--- config.mk ---
export PLATFORM = sky130hd
export DESIGN_NAME = mc_control
export DESIGN_NICKNAME = d
export VERILOG_FILES = /design/src/rtl/mc_pkg.sv /design/src/rtl/mc_decode.sv /design/src/rtl/mc_control.sv
export SDC_FILE = /design/constraint.sdc
export NUM_CORES = 1
export LEC_CHECK = 0
export CAP_MARGIN = 20
export CELL_PAD_IN_SITES_DETAIL_PLACEMENT = 0
export CELL_PAD_IN_SITES_GLOBAL_PLACEMENT = 2
export CORE_ASPECT_RATIO = 1.2
export CORE_MARGIN = 2
export CORE_UTILIZATION = 25
export DETAILED_ROUTE_END_ITERATION = 8
export DONT_BUFFER_PORTS = 1
export HOLD_SLACK_MARGIN = 0.15
export PLACE_DENSITY_LB_ADDON = 0.15
export SYNTH_ARGS = -nofsm -noshare
export SYNTH_HDL_FRONTEND = slang
export SYNTH_SLANG_ARGS = --single-unit
--- constraint.sdc ---
create_clock -name clk -period 3.9 [get_ports clk]
set_clock_uncertainty 0.2 [all_clocks]
set_input_delay 0.78 -clock clk [delete_from_list [all_inputs] [get_ports clk]]
set_output_delay 0.78 -clock clk [all_outputs]
set_load 0.1 [all_outputs]
--- src/rtl/mc_pkg.sv ---
// Shared encodings for the multicycle MIPS-16 control unit: states, opcodes,
// ALU operation codes, mux selects and the datapath control word.
package mc_pkg;

  typedef enum logic [3:0] {
    S_FETCH     = 4'd0,
    S_DECODE    = 4'd1,
    S_MEM_ADDR  = 4'd2,
    S_MEM_RD    = 4'd3,
    S_MEM_WB    = 4'd4,
    S_MEM_WR    = 4'd5,
    S_R_EXEC    = 4'd6,
    S_R_WB      = 4'd7,
    S_BRANCH    = 4'd8,
    S_JUMP      = 4'd9,
    S_ADDI_EXEC = 4'd10,
    S_ADDI_WB   = 4'd11,
    S_EXC       = 4'd12
  } state_t;

  localparam logic [3:0] OP_RTYPE = 4'b0000;
  localparam logic [3:0] OP_ADDI  = 4'b0100;
  localparam logic [3:0] OP_LW    = 4'b1011;
  localparam logic [3:0] OP_SW    = 4'b1111;
  localparam logic [3:0] OP_BEQ   = 4'b1000;
  localparam logic [3:0] OP_J     = 4'b0010;

  // bit 2 inverts B and feeds carry-in; bits [1:0] pick the result
  localparam logic [3:0] ALU_ADD = 4'b0000;
  localparam logic [3:0] ALU_SUB = 4'b0100;
  localparam logic [3:0] ALU_AND = 4'b0001;
  localparam logic [3:0] ALU_OR  = 4'b0010;
  localparam logic [3:0] ALU_SLT = 4'b0111;

  localparam logic [1:0] SRCB_REG    = 2'b00;
  localparam logic [1:0] SRCB_TWO    = 2'b01;
  localparam logic [1:0] SRCB_IMM    = 2'b10;
  localparam logic [1:0] SRCB_IMM_SH = 2'b11;

  localparam logic [1:0] PCS_ALU     = 2'b00;
  localparam logic [1:0] PCS_ALU_OUT = 2'b01;
  localparam logic [1:0] PCS_JUMP    = 2'b10;
  localparam logic [1:0] PCS_EXC     = 2'b11;

  localparam logic [15:0] EXC_VECTOR = 16'h0010;

  typedef struct packed {
    logic [3:0] alu_op;
    logic       alu_src_a;
    logic [1:0] alu_src_b;
    logic [1:0] pc_source;
    logic       pc_en;
    logic       iord;
    logic       mem_read;
    logic       mem_write;
    logic       ir_write;
    logic       reg_dst;
    logic       mem_to_reg;
    logic       reg_write;
    logic       epc_write;
  } ctrl_t;

  function automatic logic funct_legal(input logic [3:0] f);
    return (f == ALU_ADD) || (f == ALU_SUB) || (f == ALU_AND) ||
           (f == ALU_OR)  || (f == ALU_SLT);
  endfunction

  function automatic logic funct_can_overflow(input logic [3:0] f);
    return (f == ALU_ADD) || (f == ALU_SUB);
  endfunction

endpackage

--- src/rtl/mc_decode.sv ---
// State-to-control-word decode for mc_control; only the MEM_READY and ZERO
// gated strobes look at same-cycle inputs. EXC word exists only with OVF_TRAP_EN.
module mc_decode
  import mc_pkg::*;
(
  input  state_t     state,
  input  logic       mem_ready,
  input  logic       zero,
  input  logic [3:0] funct,
  output ctrl_t      ctrl
);

  always_comb begin
    ctrl = '0;
    case (state)
      S_FETCH: begin
        ctrl.mem_read  = 1'b1;
        ctrl.alu_src_b = SRCB_TWO;
        ctrl.alu_op    = ALU_ADD;
        ctrl.ir_write  = mem_ready;
        ctrl.pc_en     = mem_ready;
      end
      S_DECODE: begin
        ctrl.alu_src_b = SRCB_IMM_SH;
        ctrl.alu_op    = ALU_ADD;
      end
      S_MEM_ADDR, S_ADDI_EXEC: begin
        ctrl.alu_src_a = 1'b1;
        ctrl.alu_src_b = SRCB_IMM;
        ctrl.alu_op    = ALU_ADD;
      end
      S_MEM_RD: begin
        ctrl.mem_read = 1'b1;
        ctrl.iord     = 1'b1;
      end
      S_MEM_WB: begin
        ctrl.reg_write  = 1'b1;
        ctrl.mem_to_reg = 1'b1;
      end
      S_MEM_WR: begin
        ctrl.iord      = 1'b1;
        ctrl.mem_write = mem_ready;
      end
      S_R_EXEC: begin
        ctrl.alu_src_a = 1'b1;
        ctrl.alu_op    = funct;
      end
      S_R_WB: begin
        ctrl.reg_write = 1'b1;
        ctrl.reg_dst   = 1'b1;
      end
      S_ADDI_WB: ctrl.reg_write = 1'b1;
      S_BRANCH: begin
        ctrl.alu_src_a = 1'b1;
        ctrl.alu_op    = ALU_SUB;
        ctrl.pc_source = PCS_ALU_OUT;
        ctrl.pc_en     = zero;
      end
      S_JUMP: begin
        ctrl.pc_source = PCS_JUMP;
        ctrl.pc_en     = 1'b1;
      end
`ifdef OVF_TRAP_EN
      S_EXC: begin
        ctrl.epc_write = 1'b1;
        ctrl.pc_source = PCS_EXC;
        ctrl.pc_en     = 1'b1;
      end
`endif
      default: ;
    endcase
  end

endmodule

--- src/rtl/mc_control.sv ---
// Multicycle control FSM for the 16-bit MIPS datapath: state register,
// next-state logic and reset gating of strobes. OVF_TRAP_EN enables the overflow trap.
//
// state     | meaning
// FETCH     | read instruction, PC += 2 on ready
// DECODE    | branch target into ALUOut, dispatch on opcode
// MEM_ADDR  | effective address A + imm
// MEM_RD    | load access, wait for ready
// MEM_WB    | load data into register file
// MEM_WR    | store access, wait for ready
// R_EXEC    | R-type ALU operation
// R_WB      | R-type result write-back
// BRANCH    | compare A - B, take on ZERO
// JUMP      | PC <= jump target
// ADDI_EXEC | A + imm
// ADDI_WB   | ADDI result write-back
// EXC       | overflow trap, EPC and vector 0x0010
module mc_control
  import mc_pkg::*;
(
  input  logic       clk,
  input  logic       rst_n,
  input  logic [3:0] opcode,
  input  logic [3:0] funct,
  input  logic       zero,
  input  logic       v,
  input  logic       mem_ready,
  output logic [3:0] alu_op,
  output logic       alu_src_a,
  output logic [1:0] alu_src_b,
  output logic [1:0] pc_source,
  output logic       pc_en,
  output logic       iord,
  output logic       mem_read,
  output logic       mem_write,
  output logic       ir_write,
  output logic       reg_dst,
  output logic       mem_to_reg,
  output logic       reg_write,
  output logic       epc_write,
  output logic       illegal,
  output logic [3:0] state
);

  state_t state_q, state_next;
  logic   illegal_c;
  ctrl_t  ctrl;

  always_ff @(posedge clk or negedge rst_n) begin
    if (!rst_n) state_q <= S_FETCH;
    else        state_q <= state_next;
  end

  always_comb begin
    state_next = state_q;
    illegal_c  = 1'b0;
    case (state_q)
      S_FETCH:  if (mem_ready) state_next = S_DECODE;
      S_DECODE: begin
        case (opcode)
          OP_LW, OP_SW: state_next = S_MEM_ADDR;
          OP_RTYPE:     state_next = S_R_EXEC;
          OP_BEQ:       state_next = S_BRANCH;
          OP_J:         state_next = S_JUMP;
          OP_ADDI:      state_next = S_ADDI_EXEC;
          default: begin
            state_next = S_FETCH;
            illegal_c  = 1'b1;
          end
        endcase
      end
      S_MEM_ADDR: state_next = (opcode == OP_LW) ? S_MEM_RD : S_MEM_WR;
      S_MEM_RD:   if (mem_ready) state_next = S_MEM_WB;
      S_MEM_WR:   if (mem_ready) state_next = S_FETCH;
      S_R_EXEC: begin
        if (!funct_legal(funct)) begin
          state_next = S_FETCH;
          illegal_c  = 1'b1;
        end
`ifdef OVF_TRAP_EN
        else if (funct_can_overflow(funct) && v) state_next = S_EXC;
`endif
        else state_next = S_R_WB;
      end
      S_ADDI_EXEC: state_next = S_ADDI_WB;
      default:     state_next = S_FETCH;
    endcase
  end

`ifndef OVF_TRAP_EN
  logic unused_v;
  assign unused_v = v;
`endif

  mc_decode u_decode (
    .state     (state_q),
    .mem_ready (mem_ready),
    .zero      (zero),
    .funct     (funct),
    .ctrl      (ctrl)
  );

  // reset holds the state at FETCH, whose word would otherwise read memory
  assign mem_read   = ctrl.mem_read  & rst_n;
  assign mem_write  = ctrl.mem_write & rst_n;
  assign ir_write   = ctrl.ir_write  & rst_n;
  assign pc_en      = ctrl.pc_en     & rst_n;
  assign reg_write  = ctrl.reg_write & rst_n;
  assign epc_write  = ctrl.epc_write & rst_n;
  assign illegal    = illegal_c      & rst_n;
  assign alu_op     = ctrl.alu_op;
  assign alu_src_a  = ctrl.alu_src_a;
  assign alu_src_b  = ctrl.alu_src_b;
  assign pc_source  = ctrl.pc_source;
  assign iord       = ctrl.iord;
  assign reg_dst    = ctrl.reg_dst;
  assign mem_to_reg = ctrl.mem_to_reg;
  assign state      = state_q;

endmodule

==> results of run 1 <==
==> kinds of logic (layout without fill, tap and decap cells) <==
logic type	count (synthesis)	count (layout)	synth area share, %
other cells	1	1	0.6432
fa+ha+maj	1	1	1.717
flops	4	4	17.17
compound gates	23	23	27.47
simple gates	46	46	42.49
xor+xnor	3	3	4.507
buf+inv	8	30	6.008
==> per-layer routing <==
layer / vias to the layer above / routed length, microns
li1: 352 / -
met1: 328 / 815
met2: 16 / 945
met3: 2 / 63
met4: 0 / 10
met5: - / 0
==> synthesized netlist by cell type (all sizes together) <==
cell type / instances
a21boi: 1
a21o: 2
a21oi: 3
a221oi: 1
a311o: 1
a31oi: 1
a32o: 1
and2: 7
and3: 1
buf: 2
clkbuf: 3
conb: 1
dfrtp: 4
inv: 3
maj3: 1
nand2: 7
nand2b: 6
nand3: 2
nor2: 9
nor2b: 3
nor3: 6
nor4b: 1
o2111ai: 2
o211ai: 1
o21ai: 5
o21bai: 1
o22ai: 2
o311a: 1
o31ai: 1
or3: 4
xnor2: 1
xor2: 2
==> layout make-up <==
cell class              instances  share of cell area [%]
clock buffers                   4                   2.929
inverters                       3                   1.255
multi-input cells              74                   58.72
flip-flops and latches          4                   11.30
well taps                      31                   4.324
repair buffers                 23                   21.48
==> worst max path at each step <==
stage / end / cells past startpoint / start
finish: illegal / 5 / state[0]
floorplan: alu_op[2] / 4 / state[3]
CTS: illegal / 5 / state[0]
global placement: illegal / 5 / funct[2]
global route: illegal / 5 / state[0]
detailed placement: illegal / 5 / funct[2]
==> power breakdown <==
part           internal [mW]  switching [mW]  leakage [nW]
clock network         0.0386          0.0202        0.0150
registers             0.0533          0.0378        0.0519
logic                  0.153           0.499         0.323
total                  0.245           0.557         0.390
==> metrics.json, run 1 <==
{
  "actual_slew_at_the_worst_max_slew_pin": {"value": 0.5715, "unit": "ns"},
  "gr-usage-met2": {"value": 22.67, "unit": "%"},
  "synth.top_cell.area_share": {"value": 17.17, "unit": "%"},
  "htreeDepth": {"value": 1},
  "post-dp-hpwl": {"value": 1442, "unit": "microns"},
  "worst_hold_path_type": {"value": "flip-flop to flip-flop"},
  "place.port_buffers": {"value": 0},
  "start_kind": {"value": "flip-flop"},
  "synth-seq-area-share": {"value": 17.17, "unit": "%"},
  "die_area": {"value": 2736, "unit": "sq um"},
  "n_fill_cell": {"value": 256},
  "clk_latency": {"value": 0.25, "unit": "ns"},
  "fp.dieW": {"value": 48.09, "unit": "microns"},
  "antenna_found_initial": {"value": 0},
  "antenna_cells_inserted": {"value": 0},
  "holdPathEnd": {"value": "state[1]"},
  "core_region_area": {"value": 2258, "unit": "sq um"},
  "synth.net_count": {"value": 99},
  "rr_endpoint": {"value": "state[0]"},
  "synth.top_cells.by_area": {"value": "sky130_fd_sc_hd__dfrtp_1, sky130_fd_sc_hd__and2_1, sky130_fd_sc_hd__nand2b_1"},
  "cp-end-kind": {"value": "output port"},
  "post_cts_resize_count": {"value": 0},
  "final_net_count": {"value": 122},
  "grt.met3_usage": {"value": 2.572, "unit": "%"},
  "most_frequent_standard_cell_in_the_layout_excluding_fill_and_tap_cells": {"value": "sky130_fd_sc_hd__buf_4"},
  "stdcell_area": {"value": 897.1, "unit": "sq um"},
  "power-per-cell-area": {"value": 893.4, "unit": "nW/um^2"},
  "layout_min_cycle_time": {"value": 2.974, "unit": "ns"},
  "post_synth_inst_count": {"value": 86},
  "hold_path_start": {"value": "state[1]"},
  "fin_hold_ws": {"value": 0.5004, "unit": "ns"},
  "worst_hold_path.num_cells": {"value": 1},
  "drive_gt1_share": {"value": 37.04, "unit": "%"},
  "critPathTopFamily": {"value": "flip-flops"},
  "drtIter0Drc": {"value": 24},
  "gpl.final_weighted_congestion": {"value": 0.7521},
  "post_route_setup_tns": {"value": 0, "unit": "ns"},
  "post_synth.cell_area_avg": {"value": 6.780, "unit": "sq um"},
  "sum_of_routed_wire_length_over_all_layers": {"value": 1834, "unit": "microns"},
  "global_route.usage.met1": {"value": 20.63, "unit": "%"},
  "synthDominantAreaCellType": {"value": "sky130_fd_sc_hd__dfrtp_1"},
  "crit_buf_inv": {"value": 1},
  "setup_ws_pre_cts": {"value": 1.076, "unit": "ns"},
  "cts.reportedPaths.clkPinSlew": {"value": 0.04, "unit": "ns"},
  "final_core_util": {"value": 39.72, "unit": "%"},
  "cpMaxStageDelayCell": {"value": "sky130_fd_sc_hd__dfrtp_1"},
  "num_io_pins": {"value": 36},
  "sequential_cell_area": {"value": 101.3, "unit": "sq um"},
  "layout_worst_path_cycle_share": {"value": 76.25, "unit": "%"},
  "setup_viol": {"value": 0},
  "grt_first_pass_wirelength": {"value": 3008, "unit": "microns"},
  "largest_reg_flops": {"value": 4},
  "most-common-layout-cells": {"value": "sky130_fd_sc_hd__buf_4, sky130_fd_sc_hd__nand2_1, sky130_fd_sc_hd__nand2b_1, sky130_fd_sc_hd__and2_1"},
  "maxCapViolations": {"value": 0},
  "r2r_cells": {"value": 6},
  "root_buffer": {"value": "sky130_fd_sc_hd__clkbuf_4"},
  "final_max_slew_viol_count": {"value": 0},
  "synth.cell_area": {"value": 583.1, "unit": "sq um"},
  "fp-row-count": {"value": 19},
  "ant_nets": {"value": 0},
  "layout_overhead_on_the_synthesized_area": {"value": 53.86, "unit": "%"},
  "die-height": {"value": 56.90, "unit": "microns"},
  "irDropWorstVdd": {"value": 0.3799, "unit": "mV"},
  "ff2ff_setup_slack": {"value": 1.90, "unit": "ns"},
  "detail_route.drc_violations": {"value": 0},
  "dpl-instance-area": {"value": 860.8, "unit": "sq um"},
  "drt_first_pass_iters": {"value": 4},
  "layoutNonFillerInstCount": {"value": 139},
  "num_vias": {"value": 698},
  "area_of_the_multi_input_gates": {"value": 526.8, "unit": "sq um"},
  "worstPathCellList": {"value": "nor2b_1 -> o2111ai_1 -> o31ai_1 -> and2_1 -> buf_4"},
  "outcome": {"value": "complete, no violations"},
  "initial_core_util": {"value": 25.82, "unit": "%"},
  "cts_tree": {"value": "done"},
  "hold_viol": {"value": 0},
  "rr_startpoint": {"value": "state[1]"},
  "globalRouteTotalUtil": {"value": 14.80, "unit": "%"},
  "first_global_vias": {"value": 681},
  "route.detailed.wl_per_inst": {"value": 13.19, "unit": "microns"},
  "maxSlewHeadroom": {"value": 61.90, "unit": "%"},
  "critical_path.max_fanout": {"value": 13},
  "crit_type": {"value": "flip-flop to output port"},
  "clkSinkCount": {"value": 4},
  "cts-buffers-inserted": {"value": 3},
  "clock.fmax": {"value": 0.3363, "unit": "GHz"},
  "timing.critical_path.arrival": {"value": 1.99, "unit": "ns"},
  "power_consumption": {"value": 801.5, "unit": "uW"},
  "ys_ff_latch": {"value": 4},
  "grt_setup_unrepaired": {"value": "no"},
  "timing.critical_path.required": {"value": 2.92, "unit": "ns"},
  "postLayoutSetupSlackWorst": {"value": 0.9264, "unit": "ns"},
  "placed_cells": {"value": 134},
  "critical_path.max_stage_delay": {"value": 0.69, "unit": "ns"},
  "cts.path.max_buffers": {"value": 2},
  "grt_start_max_net_pins": {"value": 14},
  "synth.lib_cells_used.distinct": {"value": 36},
  "post_cts.repair.setup_buffers": {"value": 0},
  "grt_overflow_total": {"value": 0},
  "p_leak": {"value": 0.3896, "unit": "nW"},
  "cts_hold_repair.buffers": {"value": 1},
  "ys_warn_count": {"value": 0},
  "grt.busiest_layer": {"value": "met2"},
  "drt-vias-per-instance": {"value": 5.022}
}
Power figures use the tool's default switching activity.
==> inputs of run 2 (changes only) <==
- ABC_AREA: unset -> 1
- CORE_UTILIZATION: 25 -> 23
- clock period: 3.9 -> 2.6 ns (I/O delays scaled with it)
==> run 2 against run 1 <==
Compared with the run above:
- first-iteration DRC count shrank 71%
- critical endpoint is now alu_op[2]
- core utilization up 7.3 points
- highest routed layer unchanged
- clock-buffer cell count down 1
- register-to-register slack worse by 0.91 ns
- cell area grew 21%
- hold slack worse by 0.15 ns
- via count is 4.4% higher
- worst setup slack got worse by 0.73 ns
- wire length shrank 9.8%
==> metrics.json, run 2 <==
{
  "cts-buffers-inserted": {"value": 3, "change": "unchanged"},
  "clk_latency": {"value": 0.23, "unit": "ns", "change": "was 0.25 ns"},
  "hold_viol": {"value": 0, "change": "unchanged"},
  "sum_of_routed_wire_length_over_all_layers": {"value": 1655, "unit": "microns", "change": "was 1834 microns"},
  "first_global_vias": {"value": 734, "change": "was 681"},
  "grt_overflow_total": {"value": 0, "change": "unchanged"},
  "outcome": {"value": "complete, no violations", "change": "unchanged"},
  "num_io_pins": {"value": 36, "change": "unchanged"},
  "cts_hold_repair.buffers": {"value": 1, "change": "unchanged"},
  "cpMaxStageDelayCell": {"value": "sky130_fd_sc_hd__dfrtp_4", "change": "was sky130_fd_sc_hd__dfrtp_1"},
  "root_buffer": {"value": "sky130_fd_sc_hd__clkbuf_4", "change": "unchanged"},
  "n_fill_cell": {"value": 263, "change": "was 256"},
  "cts_tree": {"value": "done", "change": "unchanged"},
  "detail_route.drc_violations": {"value": 0, "change": "unchanged"},
  "worstPathCellList": {"value": "inv_4 -> nand2_2 -> nor2_2 -> inv_1 -> o21ai_4 -> buf_12", "change": "was nor2b_1 -> o2111ai_1 -> o31ai_1 -> and2_1 -> buf_4"},
  "globalRouteTotalUtil": {"value": 13.10, "unit": "%", "change": "was 14.80%"},
  "most-common-layout-cells": {"value": "sky130_fd_sc_hd__nand2_1, sky130_fd_sc_hd__inv_1, sky130_fd_sc_hd__buf_4", "change": "was sky130_fd_sc_hd__buf_4, sky130_fd_sc_hd__nand2_1, sky130_fd_sc_hd__nand2b_1, sky130_fd_sc_hd__and2_1"},
  "drt_first_pass_iters": {"value": 4, "change": "unchanged"},
  "route.detailed.wl_per_inst": {"value": 9.970, "unit": "microns", "change": "was 13.19 microns"},
  "synthTopCellsByCount": {"value": "sky130_fd_sc_hd__nand2_1, sky130_fd_sc_hd__inv_1, sky130_fd_sc_hd__nor2_1, sky130_fd_sc_hd__nand3_1, sky130_fd_sc_hd__a21oi_1", "change": "was sky130_fd_sc_hd__nor2_1, sky130_fd_sc_hd__nand2_1, sky130_fd_sc_hd__and2_1, sky130_fd_sc_hd__nand2b_1, sky130_fd_sc_hd__nor3_1"},
  "final_max_slew_viol_count": {"value": 0, "change": "unchanged"},
  "antenna_found_initial": {"value": 0, "change": "unchanged"},
  "cp-end-kind": {"value": "output port", "change": "unchanged"},
  "post-dp-hpwl": {"value": 1487, "unit": "microns", "change": "was 1442 microns"},
  "clkSinkCount": {"value": 4, "change": "unchanged"},
  "synth.top_cells.by_area": {"value": "sky130_fd_sc_hd__nand2_1, sky130_fd_sc_hd__dfrtp_1, sky130_fd_sc_hd__inv_1", "change": "was sky130_fd_sc_hd__dfrtp_1, sky130_fd_sc_hd__and2_1, sky130_fd_sc_hd__nand2b_1"},
  "sequential_cell_area": {"value": 115.1, "unit": "sq um", "change": "was 101.3 sq um"},
  "worst_hold_path_type": {"value": "input port to asynchronous set/reset pin", "change": "was flip-flop to flip-flop"},
  "synth.cell_area": {"value": 559.3, "unit": "sq um", "change": "was 583.1 sq um"},
  "actual_slew_at_the_worst_max_slew_pin": {"value": 0.5364, "unit": "ns", "change": "was 0.5715 ns"},
  "drive_gt1_share": {"value": 44.44, "unit": "%", "change": "was 37.04%"},
  "crit_type": {"value": "flip-flop to output port", "change": "unchanged"},
  "antenna_cells_inserted": {"value": 0, "change": "unchanged"},
  "post_cts.repair.setup_buffers": {"value": 0, "change": "unchanged"},
  "synth-seq-area-share": {"value": 17.90, "unit": "%", "change": "was 17.17%"},
  "synthDominantAreaCellType": {"value": "sky130_fd_sc_hd__nand2_1", "change": "was sky130_fd_sc_hd__dfrtp_1"},
  "ff2ff_setup_slack": {"value": 0.99, "unit": "ns", "change": "was 1.90 ns"},
  "synth-edff-count": {"value": 0, "change": "unchanged"},
  "die-height": {"value": 58.02, "unit": "microns", "change": "was 56.90 microns"},
  "drtIter0Drc": {"value": 7, "change": "was 24"},
  "fp-row-count": {"value": 19, "change": "unchanged"},
  "post_synth_inst_count": {"value": 111, "change": "was 86"},
  "die_area": {"value": 2844, "unit": "sq um", "change": "was 2736 sq um"},
  "setup_viol": {"value": 0, "change": "unchanged"},
  "maxCapViolations": {"value": 0, "change": "unchanged"},
  "grt_first_pass_wirelength": {"value": 2939, "unit": "microns", "change": "was 3008 microns"},
  "grt_start_max_net_pins": {"value": 9, "change": "was 14"},
  "num_vias": {"value": 729, "change": "was 698"},
  "grt_setup_unrepaired": {"value": "no", "change": "unchanged"},
  "layout_worst_path_cycle_share": {"value": 92.27, "unit": "%"},
  "synth.lib_cells_used.distinct": {"value": 18, "change": "was 36"},
  "yosys.cell_count.top_type": {"value": "sky130_fd_sc_hd__nand2_1", "change": "was sky130_fd_sc_hd__nor2_1"},
  "fp.dieW": {"value": 49.02, "unit": "microns", "change": "was 48.09 microns"},
  "most_frequent_standard_cell_in_the_layout_excluding_fill_and_tap_cells": {"value": "sky130_fd_sc_hd__nand2_1", "change": "was sky130_fd_sc_hd__buf_4"},
  "drt-vias-per-instance": {"value": 4.392, "change": "was 5.022"},
  "postLayoutSetupSlackWorst": {"value": 0.2010, "unit": "ns", "change": "was 0.9264 ns"},
  "timing.critical_path.arrival": {"value": 1.68, "unit": "ns", "change": "was 1.99 ns"},
  "r2r_cells": {"value": 6, "change": "unchanged"},
  "cts.path.max_buffers": {"value": 2, "change": "unchanged"},
  "ant_nets": {"value": 0, "change": "unchanged"},
  "place.port_buffers": {"value": 0, "change": "unchanged"},
  "ys_ff_latch": {"value": 4, "change": "unchanged"},
  "placed_cells": {"value": 162, "change": "was 134"},
  "ys_warn_count": {"value": 0, "change": "unchanged"},
  "synth.top_cell.area_share": {"value": 22.15, "unit": "%", "change": "was 17.17%"},
  "ys_async_sr_fraction": {"value": 100.0, "unit": "%", "change": "unchanged"},
  "post_cts_resize_count": {"value": 0, "change": "unchanged"},
  "initial_core_util": {"value": 24.25, "unit": "%", "change": "was 25.82%"},
  "maxSlewHeadroom": {"value": 64.20, "unit": "%", "change": "was 61.90%"},
  "setup_ws_pre_cts": {"value": 0.4169, "unit": "ns", "change": "was 1.076 ns"},
  "htreeDepth": {"value": 1, "change": "unchanged"},
  "start_kind": {"value": "flip-flop", "change": "unchanged"},
  "layout_min_cycle_time": {"value": 2.399, "unit": "ns"},
  "layout_overhead_on_the_synthesized_area": {"value": 93.74, "unit": "%", "change": "was 53.86%"},
  "post_synth.cell_area_avg": {"value": 5.039, "unit": "sq um", "change": "was 6.780 sq um"},
  "final_net_count": {"value": 150, "change": "was 122"},
  "synth_flop_type": {"value": "sky130_fd_sc_hd__dfrtp_1", "change": "unchanged"},
  "cts.reportedPaths.clkPinSlew": {"value": 0.04, "unit": "ns", "change": "about the same"},
  "synth.net_count": {"value": 124, "change": "was 99"},
  "core_region_area": {"value": 2306, "unit": "sq um", "change": "was 2258 sq um"},
  "clock.fmax": {"value": 0.4168, "unit": "GHz"},
  "timing.critical_path.required": {"value": 1.88, "unit": "ns", "change": "was 2.92 ns"},
  "largest_reg_flops": {"value": 4, "change": "unchanged"},
  "layoutNonFillerInstCount": {"value": 166, "change": "was 139"},
  "area_of_the_multi_input_gates": {"value": 536.8, "unit": "sq um", "change": "was 526.8 sq um"},
  "critical_path.max_stage_delay": {"value": 0.49, "unit": "ns", "change": "was 0.69 ns"},
  "critical_path.max_fanout": {"value": 5, "change": "was 13"},
  "post_route_setup_tns": {"value": 0, "unit": "ns", "change": "unchanged"},
  "gpl.final_weighted_congestion": {"value": 0.7136, "change": "was 0.7521"}
}
==> run 2: cell types whose count changed in the layout (fill, tap and decap cells not counted), moves of 4 or more <==
cell,change
sky130_fd_sc_hd__a21oi_4,+4
sky130_fd_sc_hd__and2_1,-6
sky130_fd_sc_hd__buf_12,+9
sky130_fd_sc_hd__buf_4,-9
sky130_fd_sc_hd__dfrtp_4,+4
sky130_fd_sc_hd__inv_1,+15
sky130_fd_sc_hd__nand2_1,+25
sky130_fd_sc_hd__nand2b_1,-6
sky130_fd_sc_hd__nand3_1,+7
sky130_fd_sc_hd__nor2_1,+5
sky130_fd_sc_hd__nor2_4,+11
==> run 2: worst paths after layout <==
check | start | endpoint
worst max-delay path | state[3] | alu_op[2]
worst min-delay path | rst_n | state[0]
worst max register to register | state[2] | state[2]
worst min register to register | state[2] | state[2]
max in group asynchronous | rst_n | state[2]
min in group clk | mem_ready | state[1]
==> run 2: stage by stage <==
stage	hold slack, ns	utilization [%]	cell area, sq um
floorplan	0.02443	-	749.5
global placement	0.02454	45.58	1051
detailed placement	0.02453	45.58	1051
CTS	0.3567	46.99	1084
global route	0.3569	46.99	1084
finish	0.3547	46.99	1084
==> run 2: cells by family (layout without fill, tap and decap cells) <==
kind of cell    Yosys count  after routing  share of synthesized area (%)
compound gates           11             11                          9.843
other cells               1              1                         0.6705
simple gates             71             71                          54.59
flops                     4              4                          17.90
buf+inv                  24             48                          17.00
==> run 2: worst max-delay path, delay by kind of cell (launching register included) <==
family / cells / cell delay (ns)
DFF: 1 / 0.49
buffers and inverters: 3 / 0.48
and+or+nand+nor: 2 / 0.27
AOI/OAI and AO/OA: 1 / 0.20
==> run 2: area by class of cell <==
type,instances,share of cell area (%)
clock buffers,3,2.079
repair buffers,22,25.87
flip-flops and latches,4,10.62
multi-input cells,83,49.54
inverters,23,8.314
well taps,31,3.580
==> run 2: layer usage <==
| metal | part of all wire [%] | vias to the layer above | track usage (%) |
|---|---|---|---|
| met5 | 0 | - | 0 |
| met4 | 0.91 | 0 | 4.898 |
| met3 | 4.6 | 2 | 1.804 |
| met2 | 55 | 20 | 24.46 |
| met1 | 40 | 321 | 15.18 |
| li1 | - | 386 | - |
Power of run 2 is not shown: default switching activity piles up to over one toggle a cycle in this logic, so the estimate is an artifact.
==> inputs of run 3 (changes only) <==
- CELL_PAD_IN_SITES_GLOBAL_PLACEMENT: 2 -> 1
- CORE_UTILIZATION: 23 -> 25
==> run 3 against run 2 <==
Compared with the run above:
- die area fell by 7.4%
- global-route usage up 0.56 points
- worst setup slack gained 0.011 ns
- non-clock buffer count unchanged
==> metrics.json, run 3 (same netlist as run 2, synthesis figures left out) <==
{
  "ant_nets": {"value": 0, "change": "unchanged"},
  "crit_buf_inv": {"value": 3, "change": "unchanged"},
  "cp-end-kind": {"value": "output port", "change": "unchanged"},
  "most_frequent_standard_cell_in_the_layout_excluding_fill_and_tap_cells": {"value": "sky130_fd_sc_hd__nand2_1", "change": "unchanged"},
  "fp.dieW": {"value": 47.18, "unit": "microns", "change": "was 49.02 microns"},
  "detail_route.drc_violations": {"value": 0, "change": "unchanged"},
  "critical_path.max_fanout": {"value": 5, "change": "unchanged"},
  "grt_setup_unrepaired": {"value": "no", "change": "unchanged"},
  "setup_viol": {"value": 0, "change": "unchanged"},
  "core_region_area": {"value": 2095, "unit": "sq um", "change": "was 2306 sq um"},
  "critPathTopFamily": {"value": "flip-flops", "change": "unchanged"},
  "postLayoutSetupSlackWorst": {"value": 0.2116, "unit": "ns", "change": "was 0.2010 ns"},
  "final_net_count": {"value": 150, "change": "unchanged"},
  "setup_ws_pre_cts": {"value": 0.4347, "unit": "ns", "change": "was 0.4169 ns"},
  "drive_gt1_share": {"value": 44.44, "unit": "%", "change": "unchanged"},
  "grt_start_max_net_pins": {"value": 8, "change": "was 9"},
  "hold_viol": {"value": 0, "change": "unchanged"},
  "cts.path.max_buffers": {"value": 2, "change": "unchanged"},
  "dpl-instance-area": {"value": 1050, "unit": "sq um", "change": "was 1051 sq um"},
  "start_kind": {"value": "flip-flop", "change": "unchanged"},
  "post_cts.repair.setup_buffers": {"value": 0, "change": "unchanged"},
  "crit_type": {"value": "flip-flop to output port", "change": "unchanged"},
  "sum_of_routed_wire_length_over_all_layers": {"value": 1607, "unit": "microns", "change": "was 1655 microns"},
  "fp-row-count": {"value": 18, "change": "was 19"},
  "grt_overflow_total": {"value": 0, "change": "unchanged"},
  "cts_tree": {"value": "done", "change": "unchanged"},
  "worstPathCellList": {"value": "inv_4 -> nand2_2 -> nor2_2 -> inv_1 -> o21ai_4 -> buf_12", "change": "unchanged"},
  "outcome": {"value": "complete, no violations", "change": "unchanged"},
  "n_fill_cell": {"value": 243, "change": "was 263"},
  "most-common-layout-cells": {"value": "sky130_fd_sc_hd__nand2_1, sky130_fd_sc_hd__inv_1, sky130_fd_sc_hd__buf_4", "change": "unchanged"},
  "initial_core_util": {"value": 26.70, "unit": "%", "change": "was 24.25%"},
  "post-dp-hpwl": {"value": 1436, "unit": "microns", "change": "was 1487 microns"},
  "maxSlewHeadroom": {"value": 63.70, "unit": "%", "change": "was 64.20%"},
  "largest_reg_flops": {"value": 4, "change": "unchanged"},
  "num_io_pins": {"value": 36, "change": "unchanged"},
  "antenna_found_initial": {"value": 0, "change": "unchanged"},
  "cts-buffers-inserted": {"value": 3, "change": "unchanged"},
  "clock.fmax": {"value": 0.4187, "unit": "GHz", "change": "was 0.4168 GHz"},
  "critical_path.max_stage_delay": {"value": 0.49, "unit": "ns", "change": "about the same"},
  "maxCapViolations": {"value": 0, "change": "unchanged"},
  "drt_first_pass_iters": {"value": 6, "change": "was 4"},
  "timing.critical_path.arrival": {"value": 1.67, "unit": "ns", "change": "was 1.68 ns"},
  "clkSinkCount": {"value": 4, "change": "unchanged"},
  "place.port_buffers": {"value": 0, "change": "unchanged"},
  "layout_overhead_on_the_synthesized_area": {"value": 93.51, "unit": "%", "change": "was 93.74%"},
  "drtIter0Drc": {"value": 13, "change": "was 7"},
  "num_vias": {"value": 729, "change": "unchanged"},
  "grt_first_pass_wirelength": {"value": 2704, "unit": "microns", "change": "was 2939 microns"},
  "timing.critical_path.required": {"value": 1.88, "unit": "ns", "change": "about the same"},
  "globalRouteTotalUtil": {"value": 13.67, "unit": "%", "change": "was 13.10%"},
  "die-height": {"value": 55.81, "unit": "microns", "change": "was 58.02 microns"},
  "cpMaxStageDelayCell": {"value": "sky130_fd_sc_hd__dfrtp_4", "change": "unchanged"},
  "gpl.final_weighted_congestion": {"value": 0.7489, "change": "was 0.7136"},
  "layout_worst_path_cycle_share": {"value": 91.86, "unit": "%", "change": "was 92.27%"},
  "stdcell_area": {"value": 1082, "unit": "sq um", "change": "was 1084 sq um"},
  "die_area": {"value": 2633, "unit": "sq um", "change": "was 2844 sq um"},
  "cts.reportedPaths.clkPinSlew": {"value": 0.04, "unit": "ns", "change": "about the same"},
  "clk_latency": {"value": 0.23, "unit": "ns", "change": "about the same"},
  "layout_min_cycle_time": {"value": 2.388, "unit": "ns", "change": "was 2.399 ns"},
  "first_global_vias": {"value": 669, "change": "was 734"},
  "antenna_cells_inserted": {"value": 0, "change": "unchanged"},
  "drt-vias-per-instance": {"value": 4.418, "change": "was 4.392"},
  "actual_slew_at_the_worst_max_slew_pin": {"value": 0.5439, "unit": "ns", "change": "was 0.5364 ns"},
  "route.detailed.wl_per_inst": {"value": 9.739, "unit": "microns", "change": "was 9.970 microns"},
  "htreeDepth": {"value": 1, "change": "unchanged"},
  "root_buffer": {"value": "sky130_fd_sc_hd__clkbuf_4", "change": "unchanged"},
  "final_max_slew_viol_count": {"value": 0, "change": "unchanged"},
  "worst_hold_path_type": {"value": "input port to asynchronous set/reset pin", "change": "unchanged"}
}
==> run 3: cell counts in the layout (fill, tap and decap cells not counted) <==
No cell type changed its count.
==> run 3: per-layer routing <==
layer | wire length (microns) | track usage, % | vias up
met5 | 0 | 0 | -
met2 | 895 | 23.87 | 22
li1 | - | - | 384
met1 | 616 | 16.40 | 321
met3 | 72 | 2.922 | 2
met4 | 22 | 2.778 | 0
==> run 3: area by class of cell <==
| type | count | area (sq um) | share of cell area [%] |
|---|---|---|---|
| clock buffers | 3 | 22.52 | 2.081 |
| inverters | 23 | 90.09 | 8.324 |
| repair buffers | 22 | 280.3 | 25.90 |
| multi-input cells | 83 | 536.8 | 49.60 |
| well taps | 30 | 37.54 | 3.468 |
| flip-flops and latches | 4 | 115.1 | 10.64 |
==> run 3: final timing paths <==
check,endpoint,cells after the start,from,slack (ns)
worst max-delay path,alu_op[2],6,state[3],0.21
worst min-delay path,state[1],1,rst_n,0.36
worst max register to register,state[0],7,state[2],1.01
worst min register to register,state[2],2,state[2],0.42
max in group asynchronous,state[0],1,rst_n,1.64
min in group clk,state[3],4,opcode[2],0.37
==> run 3: timing repair <==
item | CTS | global route
resized for setup | 0 | 0
hold buffers | 1 | 0
endpoints found under the hold margin | 4 | 0
==> run 3: stage by stage <==
stage	setup TNS, ns	instances	util, %	hold WS [ns]
after floorplan	-0.5615	111	-	0.02443
after global placement	0	161	50.12	0.02458
after detailed placement	0	161	50.12	0.02458
after CTS	0	165	51.67	0.3601
after global routing	0	165	51.67	0.3755
final	0	165	51.67	0.3616
Power of run 3 is left out for the same reason.
